--- src/rtl/rr_arbiter_core.sv ---
// rr_arbiter_core: round-robin arbiter that locks a grant while the winner keeps
// requesting, bounded by a MAX_HOLD timeout, with a one-cycle idle bubble
// between grants and a rotating one-hot priority pointer.
// Optional saturating grant/timeout counters are added when the macro
// RR_ARBITER_STATS_EN is defined.
module rr_arbiter_core #(
   parameter int N = 4,
   parameter int MAX_HOLD = 16,
   localparam int IDW = $clog2(N)
) (
   input  logic           clock,
   input  logic           reset,
   input  logic [N-1:0]   req,
   output logic [N-1:0]   grant,
   output logic           grant_valid,
   output logic [IDW-1:0] grant_id,
   output logic           timeout,
   output logic [N-1:0]   pointer
`ifdef RR_ARBITER_STATS_EN
   ,
   output logic [15:0]    grant_count,
   output logic [15:0]    timeout_count
`endif
);

   localparam int HCW = $clog2(MAX_HOLD + 1);

   typedef enum logic {IDLE, BUSY} state_t;

   state_t         r_state;
   state_t         w_nextState;
   logic [N-1:0]   r_grant;
   logic [N-1:0]   w_nextGrant;
   logic [IDW-1:0] r_grantId;
   logic [IDW-1:0] w_nextGrantId;
   logic [HCW-1:0] r_holdCnt;
   logic [HCW-1:0] w_nextHoldCnt;
   logic           r_timeout;
   logic           w_nextTimeout;
   logic [N-1:0]   r_pointer;
   logic [N-1:0]   w_nextPointer;

   logic [IDW-1:0] w_ptrIdx;
   logic [N-1:0]   w_rotReq;
   logic           w_winFound;
   logic [IDW-1:0] w_winOffset;
   logic [IDW:0]   w_winSum;
   logic [IDW-1:0] w_winIdx;
   logic           w_ownerReq;

   // Convert the one-hot priority pointer into the binary scan start position
   always_comb begin
      w_ptrIdx = '0;
      for (int i = 0; i < N; i++) begin
         if (r_pointer[i]) begin
            w_ptrIdx = IDW'(i);
         end
      end
   end

   // Rotate the request vector so the pointer position lands on bit 0
   assign w_rotReq = N'({req, req} >> w_ptrIdx);

   // Find the lowest set bit of the rotated requests, i.e. the distance from the pointer
   always_comb begin
      w_winFound  = 1'b0;
      w_winOffset = '0;
      for (int k = N - 1; k >= 0; k--) begin
         if (w_rotReq[k]) begin
            w_winFound  = 1'b1;
            w_winOffset = IDW'(k);
         end
      end
   end

   // Map the offset back to an absolute requester index, wrapping past N-1
   always_comb begin
      w_winSum = {1'b0, w_ptrIdx} + {1'b0, w_winOffset};
      if (w_winSum >= (IDW + 1)'(N)) begin
         w_winSum = w_winSum - (IDW + 1)'(N);
      end
      w_winIdx = w_winSum[IDW-1:0];
   end

   // The current owner still wants the resource (grant is one-hot or zero)
   assign w_ownerReq = |(req & r_grant);

   // Next-state and next-output decisions for the IDLE/BUSY arbiter
   always_comb begin
      w_nextState   = r_state;
      w_nextGrant   = r_grant;
      w_nextGrantId = r_grantId;
      w_nextHoldCnt = r_holdCnt;
      w_nextTimeout = 1'b0;
      w_nextPointer = r_pointer;
      case (r_state)
         IDLE: begin
            if (w_winFound) begin
               w_nextState   = BUSY;
               w_nextGrant   = N'(1) << w_winIdx;
               w_nextGrantId = w_winIdx;
               w_nextHoldCnt = HCW'(1);
            end
         end
         BUSY: begin
            if (!w_ownerReq || (r_holdCnt == HCW'(MAX_HOLD))) begin
               w_nextState   = IDLE;
               w_nextGrant   = '0;
               w_nextGrantId = '0;
               w_nextHoldCnt = '0;
               w_nextPointer = {r_grant[N-2:0], r_grant[N-1]};
               w_nextTimeout = w_ownerReq;
            end else begin
               w_nextHoldCnt = r_holdCnt + HCW'(1);
            end
         end
         default: begin
            w_nextState = IDLE;
         end
      endcase
   end

   // State and output registers; reset overrides everything including a live grant
   always_ff @(posedge clock) begin
      if (reset) begin
         r_state   <= IDLE;
         r_grant   <= '0;
         r_grantId <= '0;
         r_holdCnt <= '0;
         r_timeout <= 1'b0;
         r_pointer <= N'(1);
      end else begin
         r_state   <= w_nextState;
         r_grant   <= w_nextGrant;
         r_grantId <= w_nextGrantId;
         r_holdCnt <= w_nextHoldCnt;
         r_timeout <= w_nextTimeout;
         r_pointer <= w_nextPointer;
      end
   end

   assign grant       = r_grant;
   assign grant_valid = |r_grant;
   assign grant_id    = r_grantId;
   assign timeout     = r_timeout;
   assign pointer     = r_pointer;

`ifdef RR_ARBITER_STATS_EN
   logic [15:0] r_grantCount;
   logic [15:0] r_timeoutCount;

   // Saturating counts of grants issued and grants force-released
   always_ff @(posedge clock) begin
      if (reset) begin
         r_grantCount   <= '0;
         r_timeoutCount <= '0;
      end else begin
         if ((r_state == IDLE) && w_winFound && (r_grantCount != 16'hFFFF)) begin
            r_grantCount <= r_grantCount + 16'd1;
         end
         if (w_nextTimeout && (r_timeoutCount != 16'hFFFF)) begin
            r_timeoutCount <= r_timeoutCount + 16'd1;
         end
      end
   end

   assign grant_count   = r_grantCount;
   assign timeout_count = r_timeoutCount;
`endif

endmodule

--- config.mk ---
export PLATFORM = sky130hd
export DESIGN_NAME = rr_arbiter_core
export DESIGN_NICKNAME = d
export VERILOG_FILES = /design/src/rtl/rr_arbiter_core.sv
export SDC_FILE = /design/constraint.sdc
export NUM_CORES = 1
export LEC_CHECK = 0
export BUFFER_PORTS_ARGS = -buffer_cell sky130_fd_sc_hd__buf_4
export CORE_UTILIZATION = 35
export DETAILED_ROUTE_END_ITERATION = 8
export SLEW_MARGIN = 25
export SYNTH_ARGS = -nofsm -noshare
export SYNTH_HDL_FRONTEND = slang
export SYNTH_SLANG_ARGS = --single-unit
--- constraint.sdc ---
create_clock -name clock -period 4.55 [get_ports clock]
set_clock_uncertainty 0.1 [all_clocks]
set_input_delay 0.2275 -clock clock [delete_from_list [all_inputs] [get_ports clock]]
set_output_delay 0.2275 -clock clock [all_outputs]
set_load 0.03 [all_outputs]
==> impl_metrics.yaml, run 1 <==
status:
  status: "finished, final reports clean"
clock_tree:
  numCtsBuffers: 3
  postCtsSetupRepairBufs: 0
  clkLatencyLatePin_ps: 300
  htreeDepth: 1
  cts_buffer_depth: 2
  tritoncts: "yes"
  clkTransAtPathRegs_ps: 110
  cts_resized: 0
  root_buffer: "clkbuf_4"
  hold_buffers: 0
  clock_sinks: 17
power:
  netSwitchingPower_uw: 131
  p_leak_nw: 0.477
  peakVddDrop_v: 0.000169
  power.share.clock: 0.236
  p_comb_frac: 0.292
  seq_power_share: 0.471
  powerDensity_nw_per_um2: 286
  p_int_uw: 231
  swShare: 0.361
synthesis:
  yosys-top-cells-area: "dfxtp_1 (31%), nand3_1 (5.4%), a21oi_1 (4.0%)"
  ys_seq_area_frac: 0.306
  syn_area_um2: 1110
  synth_common_cells: "dfxtp_1 (17), nand3_1 (12), a21oi_1 (9), nand2_1 (9), o21ai_0 (9)"
  synth_edf_count: 0
  synth_fp_nets: 140
  synth_largest_area_cell: "dfxtp_1"
  yosysTopAreaCellShare: 0.306
  ys_warn_count: 0
  yosysMostFrequentCell: "dfxtp_1"
  synth_cell_types: 40
  synth-main-ff-cell: "dfxtp_1"
  synthCells: 131
  async_reset_ff_frac: 0
  ys_seq_elements: 17
  synth.avg_cell_area_um2: 8.49
grt:
  grt-ovfl-total: 0
  gr-usage-all-layers: 0.170
  grt_pass1_wl_um: 4410
  grt_pass1_vias: 949
  grt_start_max_net_pins: 15
  antenna_found_initial: 0
worst_setup_path:
  critPathSlowestCell: "or3b_1"
  required_ps: 4690
  end_kind: "register"
  cp_data_arrival_time_ps: 2550
  worst_setup_path_start_kind: "register"
  slowest_delay_ps: 440
  path_cells: "or3b_1, a21oi_1, o211ai_1, o31a_1, ha_1, nor4b_1, nand4_1, nand3_1"
  path_class: "register to register"
  critPathMaxFanout: 11
die:
  rows: 20
  dieArea_um2: 3410
  core_area_um2: 3030
  die_x_um: 58.4
  ios: 18
  die_h_um: 58.4
  start_util: 0.367
detailed_routing:
  vias: 1065
  wl_per_cell_um: 14.2
  routed_via_density: 5.63
  drc: 0
  ant_nets: 0
  drt_pass1_iterations: 4
  drt_iter0_drc: 62
  finalWirelength_um: 2690
sta:
  worst_pin_slew_ps: 615
  setup_viol: 0
  fmax_mhz: 416
  rsz0062_at_grt: "false"
  maxSlewViolCount: 0
  fin_tns_setup_ps: 0
  min_period_over_period: 0.529
  relSlewSlack: 0.589
  min_period_ps: 2410
  hold_viol: 0
cells_and_area:
  diodes: 0
  regArea_um2: 340
  drive_gt1_frac: 0.214
  final_net_count: 155
  fin_cells: 189
  multi_input_area_um2: 696
  fill_cells: 326
  area_delta_synth_final_pct: 13.7
placed_design:
  place.gp.congestion: 0.868
  hpwlAfterDp_um: 1970
  placement.io_buffers: 17
  dp_cells: 185
run:
  drv_cap: 0
worst_hold_path:
  holdCritPathClass: "input port to register"
==> logic make-up after synthesis <==
| group | share of synthesized area |
|---|---|
| AO/OA/AOI/OAI | 0.310 |
| adder cells (fa/ha/maj) | 0.0337 |
| buffers and inverters | 0.0686 |
| flip-flops | 0.306 |
| AND/OR/NAND/NOR | 0.281 |
==> critical path: cells and delay by family, from the launching register on <==
kind,cells,cell delay (ps)
simple gates,4,1130
flops,1,420
compound gates,3,380
fa+ha+maj,1,330
==> path summary, 6_finish.rpt <==
kind | from | endpoint | slack [ps] | depth (start not counted)
worst max-delay path | pointer[2] | grant[2] | 2140 | 8
worst min-delay path | reset | pointer[2] | 90 | 2
worst max register to register | pointer[2] | grant[2] | 2140 | 8
worst min register to register | grant_id[0] | grant_id[0] | 390 | 2
==> power groups by stage <==
stage                     Clock, mW  Sequential [mW]  Combinational (mW)
after floorplan                   0            0.183              0.0628
after global placement            0            0.174               0.103
after detailed placement          0            0.174               0.105
after CTS                    0.0857            0.170               0.106
after global routing         0.0927            0.172               0.114
final                        0.0855            0.170               0.106
==> placed cells by master (no fill, tap or decap), types with 3 or more instances in the layout <==
cell / synthesis / routed
dfxtp_1: 17 / 17
buf_4: 0 / 17
nand3_1: 12 / 12
o21ai_0: 9 / 9
a21oi_1: 9 / 9
nand2_1: 9 / 9
nor2_1: 7 / 7
o211ai_1: 6 / 6
inv_1: 5 / 5
o31ai_1: 5 / 5
nand4_1: 4 / 4
nor3_1: 3 / 3
nor4b_1: 3 / 3
ha_1: 3 / 3
clkbuf_4: 0 / 3
==> area by class of cell <==
class / count / area share
Sequential cell: 17 / 0.269
Tap cell: 44 / 0.0435
Clock buffer: 3 / 0.0178
Timing Repair Buffer: 17 / 0.101
Inverter: 5 / 0.0148
Multi-Input combinational cell: 102 / 0.550
Clock inverter: 1 / 0.00396
==> state kept, by name, indices dropped and copies added, names as in the netlist <==
| register | count |
|---|---|
| r_state | 1 |
| grant_id | 2 |
| timeout | 1 |
| grant | 4 |
| r_holdCnt | 5 |
| pointer | 4 |
==> stage by stage <==
| stage | instance area, um2 | power [mW] | hold WS (ps) | utilization | setup WS [ps] |
|---|---|---|---|---|---|
| after floorplan | 1110 | 0.246 | 217 | - | 2210 |
| after global placement | 1240 | 0.277 | 370 | 0.409 | 2310 |
| after detailed placement | 1240 | 0.279 | 373 | 0.409 | 2180 |
| after CTS | 1260 | 0.362 | 93.1 | 0.418 | 2150 |
| after global routing | 1260 | 0.379 | 91.8 | 0.418 | 1940 |
| final | 1260 | 0.362 | 92.0 | 0.418 | 2140 |
==> routing by layer <==
metal  global-route usage  up-vias  routed length (um)
li1                     -      532                   -
met1                0.232      494                1360
met2                0.264       35                1170
met3               0.0308        4                 115
met4               0.0714        0                  38
met5                    0        -                   0
Power figures use the tool's default switching activity.
==> run 2, diff against run 1 <==
==> constraint.sdc (replaced) <==
create_clock -name clock -period 2.4 [get_ports clock]
set_clock_uncertainty 0.1 [all_clocks]
set_input_delay 0.12 -clock clock [delete_from_list [all_inputs] [get_ports clock]]
set_output_delay 0.12 -clock clock [all_outputs]
set_load 0.03 [all_outputs]
==> impl_metrics.yaml, run 2 (same netlist as run 1, synthesis figures left out) <==
status:
  status: "finished, final reports clean"
detailed_routing:
  vias: 1059
  routed_via_density: 5.52
  drt_pass1_iterations: 4
  finalWirelength_um: 2700
  ant_nets: 0
  drt_iter0_drc: 56
  drc: 0
  wl_per_cell_um: 14.1
die:
  die_x_um: 58.4
  rows: 20
  start_util: 0.367
  die_h_um: 58.4
  ios: 18
  core_area_um2: 3030
  dieArea_um2: 3410
clock_tree:
  postCtsSetupRepairBufs: 0
  tritoncts: "yes"
  root_buffer: "clkbuf_4"
  clkTransAtPathRegs_ps: 110
  numCtsBuffers: 3
  cts_buffer_depth: 2
  clock_sinks: 17
  htreeDepth: 1
  clkLatencyLatePin_ps: 290
worst_hold_path:
  holdCritPathClass: "input port to register"
placed_design:
  hpwlAfterDp_um: 1940
  place.gp.congestion: 0.825
  dp_slack_ps: 51.4
  placement.io_buffers: 17
worst_setup_path:
  worst_setup_path_start_kind: "register"
  path_class: "register to register"
  path_cells: "or3b_1, a21oi_1, o211ai_1, o31a_1, ha_1, nor4_2, nand4_1, nand3_1"
  required_ps: 2540
  slowest_delay_ps: 410
  cp_data_arrival_time_ps: 2450
  critPathMaxFanout: 11
  critPathSlowestCell: "or3b_1"
  end_kind: "register"
grt:
  antenna_found_initial: 0
  grt-ovfl-total: 0
  grt_start_max_net_pins: 15
  gr-usage-all-layers: 0.167
  grt_pass1_wl_um: 4350
  grt_pass1_vias: 970
power:
  peakVddDrop_v: 0.000296
  p_leak_nw: 0.495
  powerDensity_nw_per_um2: 525
sta:
  min_period_ps: 2300
  timing.final.ws_setup_ps: 96.1
  rsz0062_at_grt: "false"
  maxSlewViolCount: 0
  min_period_over_period: 0.960
  worst_pin_slew_ps: 622
  whs_ps: 318
  fmax_mhz: 434
  setup_viol: 0
  fin_tns_setup_ps: 0
  relSlewSlack: 0.584
  hold_viol: 0
cells_and_area:
  final_net_count: 158
  largest_reg_flops: 5
  diodes: 0
  drive_gt1_frac: 0.250
  final_cell_mix: "buf_4 (19), dfxtp_1 (16), nand3_1 (12)"
  top_register: "r_holdCnt"
  area_delta_synth_final_pct: 17.8
  layout_commonest_cell: "buf_4"
run:
  drv_cap: 0
run 2: layout make-up:
type                            count  area (um2)
Tap cell                           44        55.1
Timing Repair Buffer               20         153
Clock inverter                      1        5.00
Multi-Input combinational cell    102         714
Inverter                            5        18.8
Fill cell                         312        1720
Clock buffer                        3        22.5
Sequential cell                    17         342
run 2: worst paths after layout:
path                                   from          end  slack [ps]  cells past startpoint
worst max-delay path             pointer[2]     grant[0]         100                      8
worst min register to register  grant_id[0]  grant_id[0]         390                      2
worst max register to register   pointer[2]     grant[0]         100                      8
worst min-delay path                 req[3]     grant[0]         320                      5
run 2: report_power, final:
group          internal, mW  total (mW)  switching, mW
Clock                0.0620       0.157         0.0955
Combinational        0.0797       0.208          0.128
Sequential            0.301       0.323         0.0216
Total                 0.442       0.688          0.245
run 2: critical path: cells and delay by family (launching register included):
family / cells / cell delay (ps)
adder cells (fa/ha/maj): 1 / 360
AND/OR/NAND/NOR: 4 / 1040
AO/OA/AOI/OAI: 3 / 370
flip-flops: 1 / 380
run 2: through the flow:
step	power (mW)	instances	cell area (um2)	utilization
final	0.688	192	1310	0.433
after global routing	0.726	192	1310	0.433
after CTS	0.688	192	1290	0.426
after detailed placement	0.529	187	1250	0.414
after global placement	0.527	187	1250	0.414
after floorplan	0.467	131	1110	-
run 2: timing repair:
item                                   4_1_cts  5_1_grt
setup endpoints to repair                    0        4
gates resized for setup                      0        4
endpoints found under the hold margin       10        0
hold buffers                                 1        0
run 2: metal layers:
layer	share of wire	up-vias	track usage
met5	0	-	0
met4	0.0070	0	0.0782
met3	0.047	2	0.0286
met2	0.44	27	0.251
met1	0.51	498	0.232
li1	-	532	-
==> run 3, diff against run 2 <==
--- a/config.mk
+++ b/config.mk
@@ -8,6 +8,7 @@
 export BUFFER_PORTS_ARGS = -buffer_cell sky130_fd_sc_hd__buf_4
 export CORE_UTILIZATION = 35
 export DETAILED_ROUTE_END_ITERATION = 8
+export PLACE_DENSITY = 0.51
 export SLEW_MARGIN = 25
 export SYNTH_ARGS = -nofsm -noshare
 export SYNTH_HDL_FRONTEND = slang
==> impl_metrics.yaml, run 3 (same netlist as run 1, synthesis figures left out) <==
placed_design:
  hpwlAfterDp_um: 1920
  place.gp.congestion: 0.784
  placement.io_buffers: 17
worst_setup_path:
  slowest_delay_ps: 400
  worstSetupStartpoint: "pointer[2]"
  cp_data_arrival_time_ps: 2400
  path_cells: "or3b_1, a21oi_1, o211ai_1, o31a_1, ha_1, nor4b_1, nand4_1, nand3_1"
  path_class: "register to register"
  end_kind: "register"
  r2r-end: "grant[1]"
  reg2reg_from: "pointer[2]"
  rrSetupSlack_ps: 140
  critPathSlowestCell: "or3b_1"
  required_ps: 2540
  endpoint: "grant[1]"
  critPathMaxFanout: 5
  worst_setup_path_start_kind: "register"
  rr_worst_depth: 8
detailed_routing:
  vias: 1065
  routed_via_density: 5.52
  drt_pass1_iterations: 4
  finalWirelength_um: 2650
  drt_iter0_drc: 22
  drc: 0
  ant_nets: 0
  wl_per_cell_um: 13.7
status:
  status: "finished, final reports clean"
power:
  p_leak_nw: 0.496
  swShare: 0.353
  p_comb_frac: 0.302
  p_int_uw: 445
  netSwitchingPower_uw: 243
  power.share.clock: 0.229
  powerDensity_nw_per_um2: 525
  peakVddDrop_v: 0.000268
  seq_power_share: 0.468
clock_tree:
  clkTransAtPathRegs_ps: 100
  root_buffer: "clkbuf_4"
  clkLatencyLatePin_ps: 300
  htreeDepth: 1
  clock_sinks: 17
  tritoncts: "yes"
  cts_buffer_depth: 2
  numCtsBuffers: 3
grt:
  grt-ovfl-total: 0
  grt_pass1_wl_um: 4180
  grt_pass1_vias: 886
  antenna_found_initial: 0
  grt_start_max_net_pins: 15
  gr-usage-all-layers: 0.161
sta:
  worst_pin_slew_ps: 612
  fin_tns_setup_ps: 0
  fmax_mhz: 442
  min_period_ps: 2260
  min_period_over_period: 0.943
  relSlewSlack: 0.591
  rsz0062_at_grt: "false"
  setup_viol: 0
  hold_viol: 0
  maxSlewViolCount: 0
  whs_ps: 313
cells_and_area:
  final_net_count: 159
  layout_commonest_cell: "buf_4"
  drive_gt1_frac: 0.235
  final_cell_mix: "buf_4 (20), dfxtp_1 (17), nand3_1 (12)"
  top_register: "r_holdCnt"
  area_delta_synth_final_pct: 17.7
  largest_reg_flops: 5
  diodes: 0
run:
  drv_cap: 0
die:
  core_area_um2: 3030
  dieArea_um2: 3410
  die_x_um: 58.4
  ios: 18
  rows: 20
  die_h_um: 58.4
  start_util: 0.367
worst_hold_path:
  holdCritPathClass: "input port to register"
run 3: worst max-delay path: cells and delay by family, from the launching register on:
family	cells	cell delay, ps
and+or+nand+nor	4	990
adders and majority gates	1	390
AOI/OAI and AO/OA	3	370
DFF	1	350
run 3: power by group through the flow:
stage               logic [mW]  clock network (mW)  registers (mW)
global placement         0.201                   0           0.328
global route             0.225               0.176           0.325
floorplan                0.119                   0           0.348
finish                   0.208               0.158           0.322
CTS                      0.204               0.160           0.322
detailed placement       0.201                   0           0.328
run 3: how the worst min path moves through the flow:
stage	from	to	slack, ps	cells past startpoint
floorplan	reset	timeout	110	1
global placement	reset	r_holdCnt[4]	300	2
detailed placement	reset	r_holdCnt[4]	300	2
CTS	req[0]	grant[2]	300	4
global route	req[3]	grant[1]	320	5
finish	req[3]	grant[0]	310	5
run 3: metrics by stage:
step / total power, mW / worst slack, ps / area, um2 / util / instances
6_report: 0.688 / 136 / 1310 / 0.432 / 193
5_1_grt: 0.725 / 38.1 / 1310 / 0.432 / 193
4_1_cts: 0.686 / 151 / 1300 / 0.428 / 193
3_5_place_dp: 0.530 / 183 / 1260 / 0.416 / 188
3_3_place_gp: 0.529 / 222 / 1260 / 0.416 / 188
2_1_floorplan: 0.467 / 64.4 / 1110 / - / 131
run 3: routing by layer:
layer	part of all wire	up-vias	GRT usage	routed length, um
li1	-	545	-	-
met1	0.54	484	0.234	1420
met2	0.41	32	0.240	1090
met3	0.043	4	0.0484	115
met4	0.0072	0	0.0306	19
met5	0	-	0	0
run 3: what timing repair did:
item                                    4_1_cts  5_1_grt
resized for setup                             0        2
hold endpoints to repair                      8        0
setup buffers                                 0        0
endpoints found under the setup margin        0        1
hold buffers                                  1        0
run 3: cell type report:
| type | count | area, um2 |
|---|---|---|
| fill | 306 | 1720 |
| multi-input combinational | 102 | 708 |
| sequential | 17 | 340 |
| timing repair buffer | 21 | 160 |
| tap | 44 | 55.1 |
| clock buffer | 4 | 26.3 |
| inverter | 5 | 18.8 |
